$ cat src/rtl/tone_arbiter_pkg.sv
// Shared types and constants for the tone arbiter.
// State encoding and the silence step value.
package tone_arbiter_pkg;

  typedef enum logic [1:0] {
    IDLE = 2'd0,
    PLAY = 2'd1,
    GAP  = 2'd2
  } tone_state_e;

  localparam int fstep_silence_c = 0;

endpackage

$ cat src/rtl/prio_encoder.sv
// Fixed-priority one-hot picker, bit 0 wins.
// Ports: req in, gnt one-hot out, any = some bit of req set.
module prio_encoder #(
  parameter int width_p = 4
) (
  input  logic [width_p-1:0] req,
  output logic [width_p-1:0] gnt,
  output logic               any
);

  // Isolate the lowest set bit.
  assign gnt = req & (~req + width_p'(1));
  assign any = |req;

endmodule

$ cat src/rtl/tone_arbiter.sv
// Shares one tone generator between prioritized requesters.
// Ports: clk_i, reset_i (async low), tick_i, req_* handshake,
// fstep_o/active_o/grant_o registered, done_o/preempt_o pulses.
module tone_arbiter
  import tone_arbiter_pkg::*;
#(
  parameter int num_req_p     = 4,
  parameter int fstep_width_p = 32,
  parameter int dur_width_p   = 8,
  parameter int gap_ticks_p   = 1
) (
  input  logic                                    clk_i,
  input  logic                                    reset_i,
  input  logic                                    tick_i,
  input  logic [num_req_p-1:0]                    req_valid_i,
  output logic [num_req_p-1:0]                    req_ready_o,
  input  logic [num_req_p-1:0][fstep_width_p-1:0] req_fstep_i,
  input  logic [num_req_p-1:0][dur_width_p-1:0]   req_dur_i,
  output logic [fstep_width_p-1:0]                fstep_o,
  output logic                                    active_o,
  output logic [num_req_p-1:0]                    grant_o,
  output logic                                    done_o,
  output logic                                    preempt_o
);

  localparam int gap_w =
    (gap_ticks_p > 0) ? $clog2(gap_ticks_p + 1) : 1;
  localparam logic [gap_w-1:0] gap_load_c =
    gap_w'(gap_ticks_p);
  localparam logic [fstep_width_p-1:0] silence_c =
    fstep_width_p'(fstep_silence_c);

  tone_state_e state, state_n;

  logic [dur_width_p-1:0]   cnt, cnt_n;
  logic [gap_w-1:0]         gap_cnt, gap_cnt_n;
  logic [fstep_width_p-1:0] fstep_n;
  logic [num_req_p-1:0]     grant_n;
  logic                     active_n;
  logic                     done_n;
  logic                     preempt_n;

  logic [num_req_p-1:0]     mask;
  logic [num_req_p-1:0]     pick;
  logic                     any;
  logic [fstep_width_p-1:0] win_fstep;
  logic [dur_width_p-1:0]   win_dur;
  logic [dur_width_p-1:0]   raw_dur;

  // While playing, grant_o is one-hot, so grant-1 marks
  // exactly the strictly higher-priority requesters.
  always_comb begin
    mask = '0;
    unique case (state)
      IDLE:    mask = '1;
      PLAY:    mask = grant_o - num_req_p'(1);
      default: mask = '0;
    endcase
  end

  prio_encoder #(
    .width_p(num_req_p)
  ) u_pick (
    .req(req_valid_i & mask),
    .gnt(pick),
    .any(any)
  );

  assign req_ready_o = pick;

  always_comb begin
    win_fstep = '0;
    raw_dur   = '0;
    for (int i = 0; i < num_req_p; i++) begin
      if (pick[i]) begin
        win_fstep = win_fstep | req_fstep_i[i];
        raw_dur   = raw_dur | req_dur_i[i];
      end
    end
  end

  // Zero duration plays as one tick, so cnt never wraps.
  assign win_dur = (raw_dur == '0) ? dur_width_p'(1) : raw_dur;

  always_comb begin
    state_n   = state;
    cnt_n     = cnt;
    gap_cnt_n = gap_cnt;
    fstep_n   = fstep_o;
    grant_n   = grant_o;
    active_n  = active_o;
    done_n    = 1'b0;
    preempt_n = 1'b0;
    // An accept takes precedence over a coincident tick.
    if (any) begin
      state_n   = PLAY;
      cnt_n     = win_dur;
      fstep_n   = win_fstep;
      grant_n   = pick;
      active_n  = 1'b1;
      preempt_n = (state == PLAY);
    end else if (tick_i) begin
      unique case (state)
        PLAY: begin
          cnt_n = cnt - dur_width_p'(1);
          if (cnt == dur_width_p'(1)) begin
            done_n   = 1'b1;
            fstep_n  = silence_c;
            grant_n  = '0;
            active_n = 1'b0;
            if (gap_ticks_p == 0) begin
              state_n = IDLE;
            end else begin
              state_n   = GAP;
              gap_cnt_n = gap_load_c;
            end
          end
        end
        GAP: begin
          gap_cnt_n = gap_cnt - gap_w'(1);
          if (gap_cnt <= gap_w'(1)) begin
            state_n = IDLE;
          end
        end
        default: begin
        end
      endcase
    end
  end

  always_ff @(posedge clk_i or negedge reset_i) begin
    if (!reset_i) begin
      state     <= IDLE;
      cnt       <= '0;
      gap_cnt   <= '0;
      fstep_o   <= silence_c;
      grant_o   <= '0;
      active_o  <= 1'b0;
      done_o    <= 1'b0;
      preempt_o <= 1'b0;
    end else begin
      state     <= state_n;
      cnt       <= cnt_n;
      gap_cnt   <= gap_cnt_n;
      fstep_o   <= fstep_n;
      grant_o   <= grant_n;
      active_o  <= active_n;
      done_o    <= done_n;
      preempt_o <= preempt_n;
    end
  end

endmodule

$ cat config.mk
export PLATFORM = sky130hd
export DESIGN_NAME = tone_arbiter
export DESIGN_NICKNAME = d
export VERILOG_FILES = /design/src/rtl/tone_arbiter_pkg.sv /design/src/rtl/prio_encoder.sv /design/src/rtl/tone_arbiter.sv
export SDC_FILE = /design/constraint.sdc
export NUM_CORES = 1
export LEC_CHECK = 0
export ABC_AREA = 1
export CAP_MARGIN = 20
export CORE_ASPECT_RATIO = 2
export CORE_UTILIZATION = 33
export DETAILED_ROUTE_END_ITERATION = 6
export PLACE_DENSITY = 0.78
export SLEW_MARGIN = 15
export SYNTH_ARGS = -nofsm -noshare
export SYNTH_HDL_FRONTEND = slang
export SYNTH_HIERARCHICAL = 1
export SYNTH_SLANG_ARGS = --single-unit
$ cat constraint.sdc
create_clock -name clk_i -period 1.9 [get_ports clk_i]
set_clock_uncertainty 0.1 [all_clocks]
set_input_delay 0.19 -clock clk_i [delete_from_list [all_inputs] [get_ports clk_i]]
set_output_delay 0.19 -clock clk_i [all_outputs]
set_load 0.005 [all_outputs]
# After elaboration in Yosys (flattened, before gate mapping)
# Cells that the tools add are included.
[word_totals]
inputBits = 167
out_inout_bits = 43
word_cells = 78
register_bits = 50
[op_classes]
bitwise_logic = 10
n_mux = 37
reduce_logical = 12
order_cmp = 1
n_eq_ne = 6
add_sub_neg = 4
[ops]
columns = ["operator", "count"]
rows = [
  ["two-way mux 32 bit", 8],
  ["OR 32 bit", 3],
  ["two-way mux 8 bit", 8],
  ["OR 8 bit", 3],
  ["two-way mux 4 bit", 4],
  ["two-way mux 1 bit", 10],
  ["AND 4 bit", 2],
  ["equality test 8 x 1 -> 1 bit (second input constant)", 1],
  ["zero test 8 bit", 1],
  ["two-way mux 2 bit", 4],
  ["one-hot mux 4 bit (2 select lines)", 1],
  ["AND reduction 4 bit", 2],
  ["nonzero test 2 bit", 4],
  ["subtractor 8 x 1 -> 8 bit (second input constant)", 1],
  ["adder 4 x 1 -> 4 bit (second input constant)", 1],
  ["NOT 4 bit", 1],
  ["one-hot mux 2 bit (2 select lines)", 1],
  ["OR reduction 4 bit", 1],
  ["subtractor 4 x 1 -> 4 bit (second input constant)", 1],
  ["inequality test 3 x 2 -> 1 bit (second input constant)", 1],
  ["inequality test 3 bit (second input constant)", 1],
  ["AND reduction 3 bit", 1],
  ["nonzero test 3 bit", 1],
  ["equality test 2 x 1 -> 1 bit (second input constant)", 1],
  ["8 further kinds", 8],
]

# Logic depth before layout (Yosys ltp)
# Gate-level depths: netlist (run 1).
[depth]
ltp_word = 16
mapped_depth = 19

# Hierarchy
# The synthesis (run 1) kept the hierarchy.
[by_module_without_submodules]
columns = ["module", "n_inst", "cells_each", "area_each_um2"]
rows = [
  ["tone_arbiter", 1, 402, 3143.0],
  ["prio_encoder", 1, 10, 46.3],
]

# Least setup slack after synthesis (run 1)
# Ideal clock, no wire load.
[synth_timing]
kind = "register -> register"
from = "reg grant_o[0]"
to = "reg cnt[0]"
setup_slack_ps = -321
path_stages_with_launch = 18
period_less_slack_ps = 2221
arrival_ps = 2004
cell_sequence = "dfrtp_1 inv_1 ha_1 o21ai_0 nand3_1 inv_1 inv_1 nor3_1 buf_2 nand2_1 nand2_1 nor2_1 nand2_1 nor2_1 nand2_1 nand2_1 nand2_1 nand2_1"
[synth_between]
word_cells_on_any_way = 20
cone_classes = "add/sub: 2; mux: 7; bitwise: 6; reduce/logical: 5"
[synth_rtl]
columns = ["item", "line", "source"]
rows = [
  ["start: declaration", "tone_arbiter.sv:21", "output logic [num_req_p-1:0] grant_o,"],
  ["start signal: assignment", "tone_arbiter.sv:146", "grant_o <= grant_n;"],
  ["subtractor 4 x 1 -> 4 bit (*)", "tone_arbiter.sv:56", "PLAY: mask = grant_o - num_req_p'(1);"],
  ["one-hot mux 4 bit (2 select lines) (*)", "tone_arbiter.sv:54", "unique case (state)"],
  ["AND 4 bit (*)", "tone_arbiter.sv:64", ".req(req_valid_i & mask),"],
  ["NOT 4 bit", "prio_encoder.sv:12", "assign gnt = req & (~req + width_p'(1));"],
  ["adder 4 x 1 -> 4 bit", "prio_encoder.sv:12", ""],
  ["AND 4 bit (*)", "prio_encoder.sv:12", ""],
  ["named net req_ready_o[2]", "tone_arbiter.sv:16", "output logic [num_req_p-1:0] req_ready_o,"],
  ["two-way mux 8 bit (*)", "tone_arbiter.sv:75", "if (pick[i]) begin"],
  ["OR 8 bit", "tone_arbiter.sv:77", "raw_dur = raw_dur | req_dur_i[i];"],
  ["two-way mux 8 bit (*)", "tone_arbiter.sv:75", ""],
  ["zero test 8 bit", "tone_arbiter.sv:83", "assign win_dur = (raw_dur == '0) ? dur_width_p'(1) : raw_dur;"],
  ["two-way mux 8 bit (*)", "tone_arbiter.sv:83", ""],
  ["two-way mux 8 bit (*)", "tone_arbiter.sv:95", "if (any) begin"],
  ["end signal: assignment", "tone_arbiter.sv:143", "cnt <= cnt_n;"],
  ["end: declaration", "tone_arbiter.sv:35", "logic [dur_width_p-1:0] cnt, cnt_n;"],
]
# Mark *: on every way through the listed nets, which the timed path passes. The rest lies on a longest branch.
# A chain may end at the register's enable or synchronous reset.

# Final worst setup path (run 1)
[layout_timing]
from = "reg grant_o[1]"
to = "reg cnt[1]"
[layout_between]
elab_chain_len = 14
word_cells_on_any_way = 18
cone_classes = "add/sub: 2; mux: 6; bitwise: 5; reduce/logical: 5"
[layout_rtl]
columns = ["item", "line"]
rows = [
  ["subtractor 4 x 1 -> 4 bit (*)", "tone_arbiter.sv:56"],
  ["one-hot mux 4 bit (2 select lines) (*)", "tone_arbiter.sv:54"],
  ["AND 4 bit (*)", "tone_arbiter.sv:64"],
  ["NOT 4 bit", "prio_encoder.sv:12"],
  ["adder 4 x 1 -> 4 bit", "prio_encoder.sv:12"],
  ["AND 4 bit", "prio_encoder.sv:12"],
  ["two-way mux 8 bit", "tone_arbiter.sv:75"],
  ["OR 8 bit", "tone_arbiter.sv:77"],
  ["two-way mux 8 bit", "tone_arbiter.sv:75"],
  ["OR 8 bit", "tone_arbiter.sv:77"],
  ["two-way mux 8 bit", "tone_arbiter.sv:75"],
  ["zero test 8 bit", "tone_arbiter.sv:83"],
  ["two-way mux 8 bit", "tone_arbiter.sv:83"],
  ["two-way mux 8 bit", "tone_arbiter.sv:95"],
]
# Mark *: on every way between the ends. The rest lies on a longest branch, timed or not.

==> results of run 1 <==
-- cell usage in the layout (no fill, tap or decap), types with 2 or more instances in the layout --
cell,n
a21oi_2,4
inv_1,9
ha_1,2
xor2_1,2
inv_2,9
buf_12,15
nand3_1,5
o21ai_0,21
o21ai_1,16
o211ai_1,2
a21oi_4,2
buf_4,37
nor2_2,7
inv_4,2
nor2_4,11
dfrtp_1,49
nor2_1,14
clkbuf_16,8
nand2_2,37
clkdlybuf4s50_1,204
a21oi_1,4
a22o_1,64
buf_6,8
o21ai_2,8
nand2_4,13
nand2_1,95
nor3_1,2
-- logic make-up after synthesis --
group / synth area share, %
AND/OR/NAND/NOR: 25.3
flip-flops: 38.4
AO/OA/AOI/OAI: 27.4
XOR/XNOR: 0.549
buffers and inverters: 7.14
adder cells (fa/ha/maj): 1.18
-- how the worst max path moves through the flow --
| stage | endpoint | slack (ns) | cells after the start |
|---|---|---|---|
| 3_5_place_dp | fstep_o[20] | -0.34 | 9 |
| 6_report | cnt[1] | -0.26 | 16 |
| 2_1_floorplan | cnt[0] | -0.05 | 19 |
| 3_3_place_gp | fstep_o[20] | -0.27 | 9 |
| 5_1_grt | cnt[1] | -0.37 | 16 |
| 4_1_cts | cnt[0] | -0.21 | 19 |
-- state kept, by name (all words and copies together), names as in the netlist --
signal and cells:
cnt 8, preempt_o 1, active_o 1, done_o 1, grant_o 4, fstep_o 32
state 2
-- power groups by stage --
stage,logic [W],clock network (W),registers [W]
5_1_grt,0.000410,0.000980,0.00104
3_5_place_dp,0.000382,0,0.00106
2_1_floorplan,0.000000129,0,0.00106
3_3_place_gp,0.000380,0,0.00106
4_1_cts,0.000388,0.000937,0.00104
6_report,0.000391,0.000922,0.00104
-- stage by stage --
| step | area (um^2) | total power [W] |
|---|---|---|
| 6_report | 6490 | 0.00235 |
| 5_1_grt | 6490 | 0.00243 |
| 4_1_cts | 6210 | 0.00237 |
| 3_5_place_dp | 5740 | 0.00144 |
| 3_3_place_gp | 5740 | 0.00144 |
| 2_1_floorplan | 3270 | 0.00106 |
-- layout make-up --
class	instances	share of cell area, %
Tap cell	104	2.00
Multi-Input combinational cell	317	31.7
Clock inverter	3	0.327
Inverter	20	1.23
Sequential cell	49	18.9
Timing Repair Buffer	272	44.0
Clock buffer	5	1.93
-- critical path: stages, from the launching register on --
cell and delay, ns:
dfrtp_1 0.37, inv_2 0.07, ha_4 0.16, a21oi_2 0.10
o21ai_1 0.07, nand3_1 0.09, inv_2 0.05, inv_4 0.08
nand2_4 0.05, nor2_4 0.12, buf_6 0.14, buf_12 0.14
nand2_2 0.05, nand2_2 0.08, nor2_4 0.04, buf_4 0.13
a221oi_2 0.22
-- routing by layer --
metal,track usage [%],vias to the layer above
met3,4.65,39
met5,0,-
met1,26.8,1965
met2,49.9,227
li1,-,1914
met4,14.1,0
-- synth_stat cells --
cell and n:
a21oi_1 10, a221oi_1 1, a22o_1 64, a31oi_1 1, buf_2 17, buf_4 1, buf_6 1, buf_8 2
clkbuf_1 5, dfrtp_1 49, ha_1 3, inv_1 18, inv_2 2, nand2_1 123, nand2_2 22, nand3_1 6
nand3b_2 1, nand4_1 1, nor2_1 28, nor2_2 1, nor2_4 3, nor3_1 3, o211ai_1 2, o21a_1 1
o21ai_0 41, o21ai_1 4, xor2_1 2
-- timing repair --
action | CTS | global route
setup buffers | 17 | 5
hold buffers | 1 | 0
endpoints found under the hold margin | 22 | 0
pin swaps | 25 | 32
setup endpoints to repair | 52 | 51
gates cloned | 2 | 4
gates resized for setup | 78 | 56
==> out/metrics.cfg, run 1 <==
[place]
port_buffers = 209
dp_cells = 737
place_congestion = 0.947
dpl.hpwl_um = 10200
post-place-ws_ns = -0.345

[setup_path]
r2r_end = cnt[1]
r2r_setup_slack_ns = -0.26
endpoint_kind = register
reg2reg_depth = 16
path_class = register to register
start_kind = register
r2r-start = grant_o[1]
cp_max_fo = 7
required_ns = 2.01
startpoint = grant_o[1]
crit_arrival_ns = 2.27

[drt]
drt_first_iter_violations = 235
wl_per_cell_um = 18.2
dr.pass1.iters = 5
drc = 0
antenna_left = 0
wl_met3_um = 853
wirelength_um = 14000
wl_met1_um = 4700
wl_met2_um = 7920
top_layer_used = met4
viasPerCell = 5.38
via_count = 4145

[sta]
setup_viol = 49
period_minus_slack_ns = 2.16
fin_ws_ns = -0.255
hold_viol = 0
max_freq_mhz = 464
finalSetupTns_ns = -7.22
rsz0062_at_grt = yes
tightest_slew_ns = 0.581
slew_viol_final = 0
maxSlewHeadroom_pct = 61.3
fin_crit_sh_pct = 113
hold_ws_ns = 0.326

[power_and_ir_drop]
p_per_area_nw_per_um2 = 363
seq_power_share_pct = 44.3
p_leak_nw = 3.02
clkPwrFrac_pct = 39.1
pwr-share-comb_pct = 16.6
power.internal_w = 0.00183
worst_ir_drop_vdd_mv = 0.339
p_sw_share_pct = 22.1
p_sw_w = 0.000521

[layout]
final_util_pct = 69.2
final_net_count = 835
layout.cells.non_filler = 770
nFillCells = 732
regArea_um2 = 1230
diodes = 0
syn_to_final_growth_pct = 104
drive_gt1_share_pct = 25.8
multiInputGateArea_um2 = 2060

[synthesis]
syn_nets = 582
synth_area_um2 = 3190
yosysWarnings = 6
synth_area_leaders = dfrtp_1, a22o_1, nand2_1
synth.distinct_cells = 27
synth_area_leader_cell = dfrtp_1
yosysSeqAreaShare_pct = 38.4
postSynthAreaPerCell_um2 = 7.74
yosys_register_bits = 49
synth_cells = 412
yosysTopAreaCellShare_pct = 38.4

[flow_run]
cap_violations = 0

[cts]
cts_buffers = 5
cts.sinks = 49
clock_latency_ns = 0.30
path_clk_slew_ns = 0.07
clockRootBuffer = clkbuf_16
cts_buffer_depth = 2
htree_num_levels = 2
cts_tree = yes

[floorplan]
die_h_um = 141
io_pins = 210
coreArea_um2 = 9380
die_area_um2 = 10100
initial_core_util_pct = 34.0
dieWidth_um = 71.5
rows = 50

[global_routing]
grt.total_usage_pct = 26.5
grt_overflow_total = 0
antenna_found_initial = 0
grt_max_degree = 36
grt_pass1_vias = 4141
grt_pass1_wl_um = 20300

[outcome]
violations = negative setup slack
status = complete, but fails checks

[hold_path]
worst_hold_path_type = input port to asynchronous set/reset pin

Power figures use the tool's default switching activity.
==> run 2, diff against run 1 <==
Settings changed: ABC_CLOCK_PERIOD_IN_PS set to 1900, PLACE_DENSITY 0.78 to 0.84.
==> out/metrics.cfg, run 2 (same netlist as run 1, synthesis figures left out) <==
[outcome]
status = complete, but fails checks
violations = negative setup slack

[global_routing]
grt_overflow_total = 0
antenna_found_initial = 0
grt_max_degree = 32
grt_pass1_wl_um = 20300
grt_pass1_vias = 4215
grt.total_usage_pct = 26.4

[drt]
drt_first_iter_violations = 225
dr.pass1.iters = 4
wirelength_um = 14500
viasPerCell = 5.40
wl_per_cell_um = 18.8
via_count = 4180
drc = 0
antenna_left = 0

[layout]
final_util_pct = 68.7
final_cell_mix = clkdlybuf4s50_1, nand2_1, a22o_1
final_net_count = 839
diodes = 0
drive_gt1_share_pct = 25.7
syn_to_final_growth_pct = 102
layout.cells.non_filler = 774
top_regs = fstep_o: 32 flops, cnt: 8 flops, grant_o: 4 flops
largest_reg_flops = 32
layout_commonest_cell = clkdlybuf4s50_1
largest_register = fstep_o

[setup_path]
crit_path_top_delay_cell = dfrtp_1
path_common_cell = o21ai_1
endpoint_kind = register
r2r_setup_slack_ns = -0.42
r2r-start = grant_o[1]
path_cells = inv_2, ha_4, a21oi_2, o21ai_1, nand3_1, inv_1, inv_2, nand2_2, nor2_4, buf_6, buf_4, nand2_1, nand2_2, nor2_2, buf_4, a21oi_2, o21ai_1, o21ai_1
crit_family = buffers and inverters
reg2reg_depth = 18
path_class = register to register
start_kind = register
path_buf_inv = 6
cp_max_fo = 4
r2r_end = cnt[4]
crit_arrival_ns = 2.44
slowest_delay_ns = 0.41
required_ns = 2.02

[power_and_ir_drop]
worst_ir_drop_vdd_mv = 0.333
p_per_area_nw_per_um2 = 381
p_leak_nw = 2.93

[cts]
clock_latency_ns = 0.29
htree_num_levels = 2
path_clk_slew_ns = 0.07
cts_buffer_depth = 2
clockRootBuffer = clkbuf_16
cts_buffers = 5
cts_tree = yes
cts.sinks = 49

[sta]
rsz0062_at_grt = yes
setup_viol = 51
hold_viol = 0
fin_crit_sh_pct = 122
hold_ws_ns = 0.281
max_freq_mhz = 431
period_minus_slack_ns = 2.32
slew_viol_final = 0
tightest_slew_ns = 0.467
maxSlewHeadroom_pct = 68.9
fin_ws_ns = -0.420

[place]
place_congestion = 0.865
port_buffers = 209
dpl.hpwl_um = 9890
dp_cells = 740

[flow_run]
cap_violations = 0

[floorplan]
rows = 50
coreArea_um2 = 9380
dieWidth_um = 71.5
die_h_um = 141
initial_core_util_pct = 34.0
die_area_um2 = 10100
io_pins = 210

[hold_path]
worst_hold_path_type = input port to asynchronous set/reset pin

==> run 2: per-stage QoR <==
stage,area [um^2],TNS (ns),setup slack [ns],total power (W)
3_5_place_dp,5730,-7.40,-0.297,0.00144
5_1_grt,6440,-21.46,-0.559,0.00253
3_3_place_gp,5730,-5.88,-0.286,0.00144
4_1_cts,6240,-8.51,-0.279,0.00247
2_1_floorplan,3270,-0.841,-0.0459,0.00106
6_report,6440,-16.51,-0.420,0.00246
==> run 2: layer usage <==
layer / track usage [%] / vias up / part of all wire, %
met5: 0 / - / 0
met4: 16.3 / 0 / 5.4
met3: 4.72 / 56 / 6.1
met2: 50.5 / 226 / 56
met1: 25.1 / 1979 / 32
li1: - / 1919 / -
==> run 2: area by class of cell <==
cell class	instances	area [um^2]
fillers	732	2940
repair buffers	276	2840
multi-input cells	317	2000
flip-flops and latches	49	1230
well taps	104	130
clock buffers	6	129
inverters	20	75.1
clock inverters	2	38.8
==> run 2: repair_timing <==
item / 4_1_cts / 5_1_grt
hold buffers: 1 / 0
pin swaps: 20 / 29
setup buffers: 16 / 7
resized for setup: 78 / 60
hold endpoints to repair: 18 / 0
setup endpoints to repair: 49 / 52
gates cloned: 3 / 2
==> run 2: how the worst max path moves through the flow <==
| stage | start | to | cells past startpoint |
|---|---|---|---|
| floorplan | grant_o[0] | cnt[0] | 19 |
| global placement | grant_o[1] | cnt[0] | 18 |
| detailed placement | grant_o[1] | cnt[0] | 18 |
| CTS | grant_o[0] | cnt[0] | 20 |
| global route | grant_o[1] | cnt[0] | 20 |
| finish | grant_o[1] | cnt[4] | 18 |
==> run 2: power breakdown <==
part           internal, W  switching (W)
clock             0.000625       0.000407
sequential         0.00104              0
combinational     0.000301      0.0000810
